[src/rtl/spirxdata_pkg.sv]
// Shared constants, state encoding and helpers for the SD-card SPI
// receive data path (also used by the transmit-side CRC step).
package spirxdata_pkg;

  localparam logic [15:0] CRC16_POLY  = 16'h1021;
  localparam logic [7:0]  START_TOKEN = 8'hFE;
  localparam logic [7:0]  FILL_BYTE   = 8'hFF;
  localparam logic [3:0]  MIN_LGBLKSZ = 4'd4;
  localparam logic [3:0]  MAX_LGBLKSZ = 4'd9;

  typedef enum logic [2:0] {
    S_IDLE  = 3'd0,
    S_TOKEN = 3'd1,
    S_DATA  = 3'd2,
    S_CRC   = 3'd3,
    S_DRAIN = 3'd4
  } rx_state_t;

  // Out-of-range block sizes saturate to the nearest supported size.
  function automatic logic [3:0] clamp_lgblksz(input logic [3:0] lg);
    logic [3:0] res;
    if (lg < MIN_LGBLKSZ) begin
      res = MIN_LGBLKSZ;
    end else if (lg > MAX_LGBLKSZ) begin
      res = MAX_LGBLKSZ;
    end else begin
      res = lg;
    end
    return res;
  endfunction

endpackage

[src/rtl/spirxdata_crc.sv]
// One-byte CRC16-CCITT step, MSB first; shared by the receive and
// transmit data paths.
module spicrc16_byte
  import spirxdata_pkg::*;
(
  input  logic [15:0] i_crc,
  input  logic [7:0]  i_byte,
  output logic [15:0] o_crc
);

  logic [15:0] w_crc;

  // Bit-serial division unrolled across the eight message bits.
  always_comb begin
    w_crc = i_crc;
    for (int i = 7; i >= 0; i--) begin
      if (w_crc[15] ^ i_byte[i]) begin
        w_crc = {w_crc[14:0], 1'b0} ^ CRC16_POLY;
      end else begin
        w_crc = {w_crc[14:0], 1'b0};
      end
    end
  end

  assign o_crc = w_crc;

endmodule

[src/rtl/spirxdata.sv]
// SD-card SPI receive data-block engine: token hunt, big-endian word
// packing into a buffer half, trailing CRC16 check and status report.
module spirxdata
  import spirxdata_pkg::*;
#(
  parameter int DW        = 32,
  parameter int AW        = 8,
  parameter int LGTIMEOUT = 10
) (
  input  logic          i_clk,
  input  logic          i_reset,
  input  logic          i_start,
  input  logic [3:0]    i_lgblksz,
  input  logic          i_fifo,
  output logic          o_busy,
  input  logic          i_ll_busy,
  output logic          o_ll_stb,
  output logic [7:0]    o_ll_byte,
  input  logic          i_ll_stb,
  input  logic [7:0]    i_ll_byte,
  output logic          o_write,
  output logic [AW-1:0] o_addr,
  output logic [DW-1:0] o_data,
  output logic          o_rxvalid,
  output logic [7:0]    o_response,
  output logic          o_crcerr,
  output logic          o_timeout
);

  rx_state_t             r_state, w_next;
  logic [3:0]            r_lgblksz;
  logic [9:0]            r_bytecnt;
  logic [LGTIMEOUT-1:0]  r_tocnt;
  logic [15:0]           r_crc;
  logic [7:0]            r_crchi;
  logic                  r_crcsel;
  logic [AW-1:0]         r_addr;
  logic                  r_write;
  logic [DW-1:0]         r_word;
  logic                  r_busy, r_ll_stb, r_rxvalid, r_crcerr, r_timeout;
  logic [7:0]            r_response;

  logic [15:0]           w_crc_next;
  logic [9:0]            w_lastbyte;
  logic                  w_is_token, w_is_errtok, w_to_expire, w_last;

  spicrc16_byte u_crc (
    .i_crc  (r_crc),
    .i_byte (i_ll_byte),
    .o_crc  (w_crc_next)
  );

  assign w_lastbyte  = (10'd1 << r_lgblksz) - 10'd1;
  assign w_is_token  = (i_ll_byte == START_TOKEN);
  assign w_is_errtok = (i_ll_byte[7:4] == 4'h0);
  assign w_to_expire = &r_tocnt;
  assign w_last      = (r_bytecnt == w_lastbyte);

  // State register.
  always_ff @(posedge i_clk) begin
    if (i_reset) begin
      r_state <= S_IDLE;
    end else begin
      r_state <= w_next;
    end
  end

  // Next-state decode.
  always_comb begin
    w_next = r_state;
    case (r_state)
      S_IDLE: begin
        if (i_start) begin
          w_next = S_TOKEN;
        end else begin
          w_next = S_IDLE;
        end
      end
      S_TOKEN: begin
        if (i_ll_stb && w_is_token) begin
          w_next = S_DATA;
        end else if (i_ll_stb && (w_is_errtok || w_to_expire)) begin
          w_next = S_DRAIN;
        end else begin
          w_next = S_TOKEN;
        end
      end
      S_DATA: begin
        if (i_ll_stb && w_last) begin
          w_next = S_CRC;
        end else begin
          w_next = S_DATA;
        end
      end
      S_CRC: begin
        if (i_ll_stb && r_crcsel) begin
          w_next = S_DRAIN;
        end else begin
          w_next = S_CRC;
        end
      end
      S_DRAIN: begin
        if (!i_ll_busy) begin
          w_next = S_IDLE;
        end else begin
          w_next = S_DRAIN;
        end
      end
      default: w_next = S_IDLE;
    endcase
  end

  // Datapath, status and handshake registers.
  always_ff @(posedge i_clk) begin
    if (i_reset) begin
      r_lgblksz  <= MIN_LGBLKSZ;
      r_bytecnt  <= 10'd0;
      r_tocnt    <= '0;
      r_crc      <= 16'h0000;
      r_crchi    <= 8'h00;
      r_crcsel   <= 1'b0;
      r_addr     <= '0;
      r_write    <= 1'b0;
      r_word     <= '0;
      r_busy     <= 1'b0;
      r_ll_stb   <= 1'b0;
      r_rxvalid  <= 1'b0;
      r_crcerr   <= 1'b0;
      r_timeout  <= 1'b0;
      r_response <= 8'h00;
    end else begin
      r_write   <= 1'b0;
      r_rxvalid <= 1'b0;
      r_ll_stb  <= (w_next == S_TOKEN) || (w_next == S_DATA) || (w_next == S_CRC);
      // Index saturates at the top of the half so a full block never wraps.
      if (r_write && (r_addr[AW-2:0] != {(AW-1){1'b1}})) begin
        r_addr[AW-2:0] <= r_addr[AW-2:0] + 1'b1;
      end
      case (r_state)
        S_IDLE: begin
          if (i_start) begin
            r_busy     <= 1'b1;
            r_lgblksz  <= clamp_lgblksz(i_lgblksz);
            r_addr     <= {i_fifo, {(AW-1){1'b0}}};
            r_crc      <= 16'h0000;
            r_tocnt    <= '0;
            r_bytecnt  <= 10'd0;
            r_crcsel   <= 1'b0;
            r_crcerr   <= 1'b0;
            r_timeout  <= 1'b0;
            r_response <= 8'h00;
          end
        end
        S_TOKEN: begin
          if (i_ll_stb && !w_is_token) begin
            if (w_is_errtok) begin
              r_response <= i_ll_byte;
            end else begin
              r_tocnt <= r_tocnt + 1'b1;
              if (w_to_expire) begin
                r_timeout  <= 1'b1;
                r_response <= FILL_BYTE;
              end
            end
          end
        end
        S_DATA: begin
          if (i_ll_stb) begin
            r_word    <= {r_word[DW-9:0], i_ll_byte};
            r_crc     <= w_crc_next;
            r_bytecnt <= r_bytecnt + 10'd1;
            if (r_bytecnt[1:0] == 2'b11) begin
              r_write <= 1'b1;
            end
          end
        end
        S_CRC: begin
          if (i_ll_stb) begin
            if (!r_crcsel) begin
              r_crchi  <= i_ll_byte;
              r_crcsel <= 1'b1;
            end else begin
              r_crcerr   <= ({r_crchi, i_ll_byte} != r_crc);
              r_response <= START_TOKEN;
            end
          end
        end
        S_DRAIN: begin
          if (!i_ll_busy) begin
            r_rxvalid <= 1'b1;
            r_busy    <= 1'b0;
          end
        end
        default: ;
      endcase
    end
  end

  assign o_busy     = r_busy;
  assign o_ll_stb   = r_ll_stb;
  assign o_ll_byte  = FILL_BYTE;
  assign o_write    = r_write;
  assign o_addr     = r_addr;
  assign o_data     = r_word;
  assign o_rxvalid  = r_rxvalid;
  assign o_response = r_response;
  assign o_crcerr   = r_crcerr;
  assign o_timeout  = r_timeout;

endmodule

[config.mk]
export PLATFORM = sky130hd
export DESIGN_NAME = spirxdata
export DESIGN_NICKNAME = d
export VERILOG_FILES = /design/src/rtl/spirxdata_pkg.sv /design/src/rtl/spirxdata_crc.sv /design/src/rtl/spirxdata.sv
export SDC_FILE = /design/constraint.sdc
export NUM_CORES = 1
export LEC_CHECK = 0
export BUFFER_PORTS_ARGS = -buffer_cell sky130_fd_sc_hd__buf_4
export CAP_MARGIN = 20
export CORE_ASPECT_RATIO = 1.5
export CORE_UTILIZATION = 60
export CTS_CLUSTER_SIZE = 20
export DETAILED_ROUTE_END_ITERATION = 16
export PLACE_DENSITY_LB_ADDON = 0.08
export SLEW_MARGIN = 0
export SYNTH_ARGS = -nofsm -noshare
export SYNTH_HDL_FRONTEND = slang
export SYNTH_SLANG_ARGS = --single-unit
[constraint.sdc]
create_clock -name i_clk -period 3.3 [get_ports i_clk]
set_input_delay 0.165 -clock i_clk [delete_from_list [all_inputs] [get_ports i_clk]]
set_output_delay 0.165 -clock i_clk [all_outputs]
set_load 0.01 [all_outputs]
# == Yosys cells after proc, flatten, opt, wreduce, memory -nomap -nowiden ==
# Cells that the tools add are included.
# totals
register_bits,106
input_bits,18
out_inout_bits,62
wordCells,146
# classes
addsub,4
magnitude_cmp,2
n_eq_ne,21
n_shift,1
mux,51
bitwise_logic,20
n_reduce_logical,30
# op_table
operator,n
13-bit 2-to-1 mux,8
8-bit 2-to-1 mux,6
10-bit 2-to-1 mux,4
10-bit one-hot mux with 2 select lines,2
16-bit 2-to-1 mux,2
16-bit one-hot mux with 2 select lines,1
3-bit NOT,8
8-bit one-hot mux with 3 select lines,1
7-bit 2-to-1 mux,3
10-bit by 1-bit adder with 10-bit output (second input constant),2
16-bit inequality test,1
2-bit inequality test (second input constant),8
3-bit one-hot mux with 5 select lines,1
1-bit 2-to-1 mux,13
3-bit by 2-bit == test with 1-bit output (second input constant),4
3-bit 2-to-1 mux,4
3-bit AND reduction,4
10-bit == test,1
10-bit AND reduction,1
1-bit by 4-bit left shift with 10-bit output (first input constant),1
10-bit by 1-bit subtractor with 10-bit output (second input constant),1
8-bit == test (second input constant),1
4-bit 2-to-1 mux,2
1-bit one-hot mux with 2 select lines,4
23 further kinds,46

# == Depth between registers and ports, before layout ==
# logic_depth
word_depth,18
depth_mapped,9
mapped_depth_nobuf,8

# == By module ==
# A second synthesis with hierarchy kept.
# unflattened
cells_unflattened,604
area_unflattened_um2,5212.5
# by_module_without_submodules
module,n_inst,cells_per_inst,area_each_um2,seq_area_each_um2
spirxdata,1,579,4824.6,2122.0
spicrc16_byte,1,25,387.9,0.0

# == Worst setup path after synthesis ==
# No wires, ideal clock.
# synth_path
path_type,reg-to-reg
from,register r_lgblksz[3]
to,register r_state[0]
setup_ns,0.101
arrival_ns,1.975
required_ns,3.199
path_slack_ns,1.224
stages_incl_launch_ff,10
path_buffers,1
period_less_slack_ns,2.076
path_cell_list,dfxtp_1 clkbuf_1 nor2_1 nand2_1 ha_1 or3_1 a21oi_1 o21ai_0 a22o_1 o41ai_1
# synth_between
elab_chain_cells,6
# synth_lines
element,line_no,source
from (decl),spirxdata.sv:31,logic [3:0] r_lgblksz;
from (signal assigned),spirxdata.sv:143,r_lgblksz <= clamp_lgblksz(i_lgblksz);
1-bit by 4-bit left shift with 10-bit output,spirxdata.sv:53,assign w_lastbyte = (10'd1 << r_lgblksz) - 10'd1;
10-bit by 1-bit subtractor with 10-bit output,spirxdata.sv:53,
10-bit == test,spirxdata.sv:57,assign w_last = (r_bytecnt == w_lastbyte);
1-bit logical AND,spirxdata.sv:89,if (i_ll_stb && w_last) begin
1-bit 2-to-1 mux,spirxdata.sv:89,
3-bit one-hot mux with 5 select lines,spirxdata.sv:71,case (r_state)
to (signal assigned),spirxdata.sv:64,r_state <= w_next;
to (decl),spirxdata.sv:30,"rx_state_t r_state, w_next;"
# No other way between the ends.
# A chain may end at the register's enable or synchronous reset.

# == Worst setup path after layout ==
# Same ends and word-level chain as after synthesis.

==> impl_metrics.csv <==
group,metric,value,unit
die,die-area,8580,sq um
routing,dr.pass1.iters,8,
logic_synthesis,yosysWarningCount,0,
global_route,use_met2,49.3,%
die,initial_core_util,61.9,%
clock_network,h-tree-depth,3,
logic_synthesis,yosys.area.top_type,"dfxtp_1",
critical_path,rr_startpoint,"r_lgblksz[3]$_SDFFE_PP0P_",
clock_network,hold_buffers,0,
logic_synthesis,synth_seq_cells,106,
placement,detailed_place_hpwl,8160,um
critical_path,worstSetupPathType,"reg2reg",
timing,period_share,70.2,%
critical_path,slowest_stage,"dfxtp_1",
finish,nFillCells,630,
job,max-cap-violations,0,
routing,routed_via_density,5.69,
clock_network,clk_pin_slew,0.07,ns
timing,skew,0.00562,ns
logic_synthesis,ys.flop_type,"dfxtp_1",
critical_path,crit_chain,"nor2_1 -> nand2_1 -> ha_1 -> or3_1 -> a21oi_1 -> o21ai_0 -> a22o_1 -> o41ai_1",
pwr,total_leakage_power,2.18,nW
clock_network,cts_root_buf,"clkbuf_16",
timing,setup_viol,0,
critical_path,crit_path_max_fanout,12,
logic_synthesis,synth.distinct_cells,51,
logic_synthesis,synth-async-reset-ratio,0,%
timing,fin_setup_tns,0,ns
clock_network,clk_latency,0.35,ns
finish,stdcell_area,5730,sq um
timing,slew_violations,0,
logic_synthesis,synth-edff-count,0,
global_route,grt_pass1_vias,4019,
logic_synthesis,synth_common_cells,"106 x dfxtp_1, 102 x nand2_1, 64 x nor2_1",
timing,rsz0062_at_grt,"false",
logic_synthesis,syn_avg_cell_area,8.26,sq um
global_route,grt.overflow.total,0,
global_route,grt_pass1_wl,18500,um
logic_synthesis,syn_area,4920,sq um
die,die_h,113,um
routing,wire_per_inst,15.2,um
clock_network,cts_tree,"yes",
timing,max_freq,432,MHz
die,die_x,76.0,um
critical_path,r2r.worst_path.cells,8,
critical_path,cp-startpoint,"r_lgblksz[3]$_SDFFE_PP0P_",
run_status,status,"finished, final reports clean",
finish,drive_gt1_share,14.8,%
logic_synthesis,seq_area_frac_synth,43.1,%
placement,port_buffers,71,
die,core-area,7960,sq um
critical_path,setup.worst_path.start_class,"flop",
timing,post-route-min-period,2.32,ns
critical_path,end_kind,"flop",
critical_path,crit_arrival,2.54,ns
critical_path,cpPeakStageDelay,0.42,ns
routing,ant_nets,0,
die,num_rows,40,
global_route,top_usage_layer,"met2",
clock_network,ctsResizeCount,0,
logic_synthesis,synthTopCellsByArea,"dfxtp_1 43%, nand2_1 7.8%, xor2_1 6.8%, a21oi_1 5.7%, xnor2_1 5.0%",
pwr,ir_drop,0.000476,V
logic_synthesis,yosysMostFrequentCell,"dfxtp_1",
logic_synthesis,synth_top_area_share,43.1,%
hold_path,whs_path_depth,3,
timing,worst_pin_slew,0.850,ns
clock_network,clkSinkCount,106,
placement,dpl_cell_area,5430,sq um
global_route,antenna_found_initial,0,
pwr,pwr_density_cell,452,nW/um^2
global_route,grt_usage,27.0,%
timing,relSlewSlack,43.2,%
placement,gp_congestion,0.885,
hold_path,worst_hold_path_type,"in2reg",
timing,hold_violations,0,
clock_network,cts_setup_buffers,0,
logic_synthesis,netlist_instances,596,
global_route,grt_util_met1,29.2,%
clock_network,cts_buffers,9,
finish,antennaDiodeCount,0,
die,ios,80,
finish,syn_to_final_growth,16.3,%
hold_path,hp-start,"i_fifo",
clock_network,clockBufferDepth,2,
critical_path,required,3.52,ns
finish,fin_nets,664,
global_route,use_met3,5.65,%
routing,dr_total_vias,4278,
global_route,grt_max_degree,50,
routing,first_iter_violations,220,
routing,routed_wl,11400,um
routing,drc_errors,0,
-- sequential cells by signal, summed over array words and instances (netlist names), 3 cells and up --
name / count
o_addr: 8
o_data: 32
o_response: 8
r_bytecnt: 10
r_crc: 16
r_crchi: 8
r_lgblksz: 4
r_state: 3
r_tocnt: 10
-- logic make-up (layout without fill, tap and decap cells) --
logic type                 Yosys count  after routing  synth area share, %
DFF                                106            106                 43.1
adders and majority gates            4              4                 1.02
xor gates and xnor gates            66             66                 11.7
muxes                               10             10                 2.03
AOI/OAI and AO/OA                  119            119                 15.4
buffers and inverters               55             99                 5.06
and+or+nand+nor                    235            235                 21.6
other                                1              8               0.0762
-- per-stage QoR --
stage	total power [mW]	std cells	hold WS [ns]	util, %	setup WS [ns]
3_3_place_gp	1.54	736	0.424	68.2	1.08
4_1_cts	2.61	752	0.0588	71.9	0.972
5_1_grt	2.67	752	0.0877	71.9	0.796
3_5_place_dp	1.55	736	0.427	68.2	0.988
6_report	2.59	752	0.0665	71.9	0.983
2_1_floorplan	1.49	603	0.301	-	1.22
-- power breakdown --
| part | leakage [nW] | internal (mW) | switching (mW) | total (mW) |
|---|---|---|---|---|
| clock | 0.143 | 0.609 | 0.457 | 1.07 |
| sequential | 0.855 | 1.29 | 0.0160 | 1.31 |
| combinational | 1.18 | 0.0786 | 0.135 | 0.214 |
| total | 2.18 | 1.98 | 0.608 | 2.59 |
-- layer usage --
| metal | part of all wire (%) | vias to the layer above |
|---|---|---|
| met4 | 2.7 | 0 |
| met5 | 0 | - |
| met1 | 39 | 2027 |
| met3 | 4.0 | 27 |
| met2 | 54 | 117 |
| li1 | - | 2107 |
-- worst max-delay path, delay by kind of cell (launching register included) --
family,cells,cell delay [ns]
AO/OA/AOI/OAI,4,0.87
adder cells (fa/ha/maj),1,0.25
AND/OR/NAND/NOR,3,0.65
flip-flops,1,0.42
-- worst paths after layout --
check                                 end  slack, ns
hold / removal     o_addr[7]$_SDFFE_PP0P_       0.07
setup reg to reg    r_state[0]$_SDFF_PP0_       0.98
setup / recovery    r_state[0]$_SDFF_PP0_       0.98
hold reg to reg   o_data[26]$_SDFFE_PP0P_       0.45
-- area by class of cell --
class                   instances  area, sq um  share of cell area [%]
multi-input cells             442         2580                    45.0
flip-flops and latches        106         2120                    37.1
repair buffers                 76          571                    9.97
clock buffers                  12          246                    4.31
well taps                     105          131                    2.29
clock inverters                 4         51.3                   0.896
inverters                       7         26.3                   0.459
-- placed cells by master (no fill, tap or decap), types with 3 or more instances in the layout --
cell type    n
a211oi_1     5
a21oi_1     56
a22oi_1     13
a31oi_1      5
and3_1       6
buf_4       76
clkbuf_16    9
conb_1       8
dfxtp_1    106
ha_1         4
inv_1        7
mux2i_1     10
nand2_1    102
nand2b_1     4
nand3_1     10
nand4_1      9
nor2_1      64
nor2b_1      3
nor3_1      12
nor4_1       7
o21ai_0     18
o311ai_0     3
or3_1        6
xnor2_1     28
xor2_1      38
No activity file was read; power rests on OpenSTA's default activity.
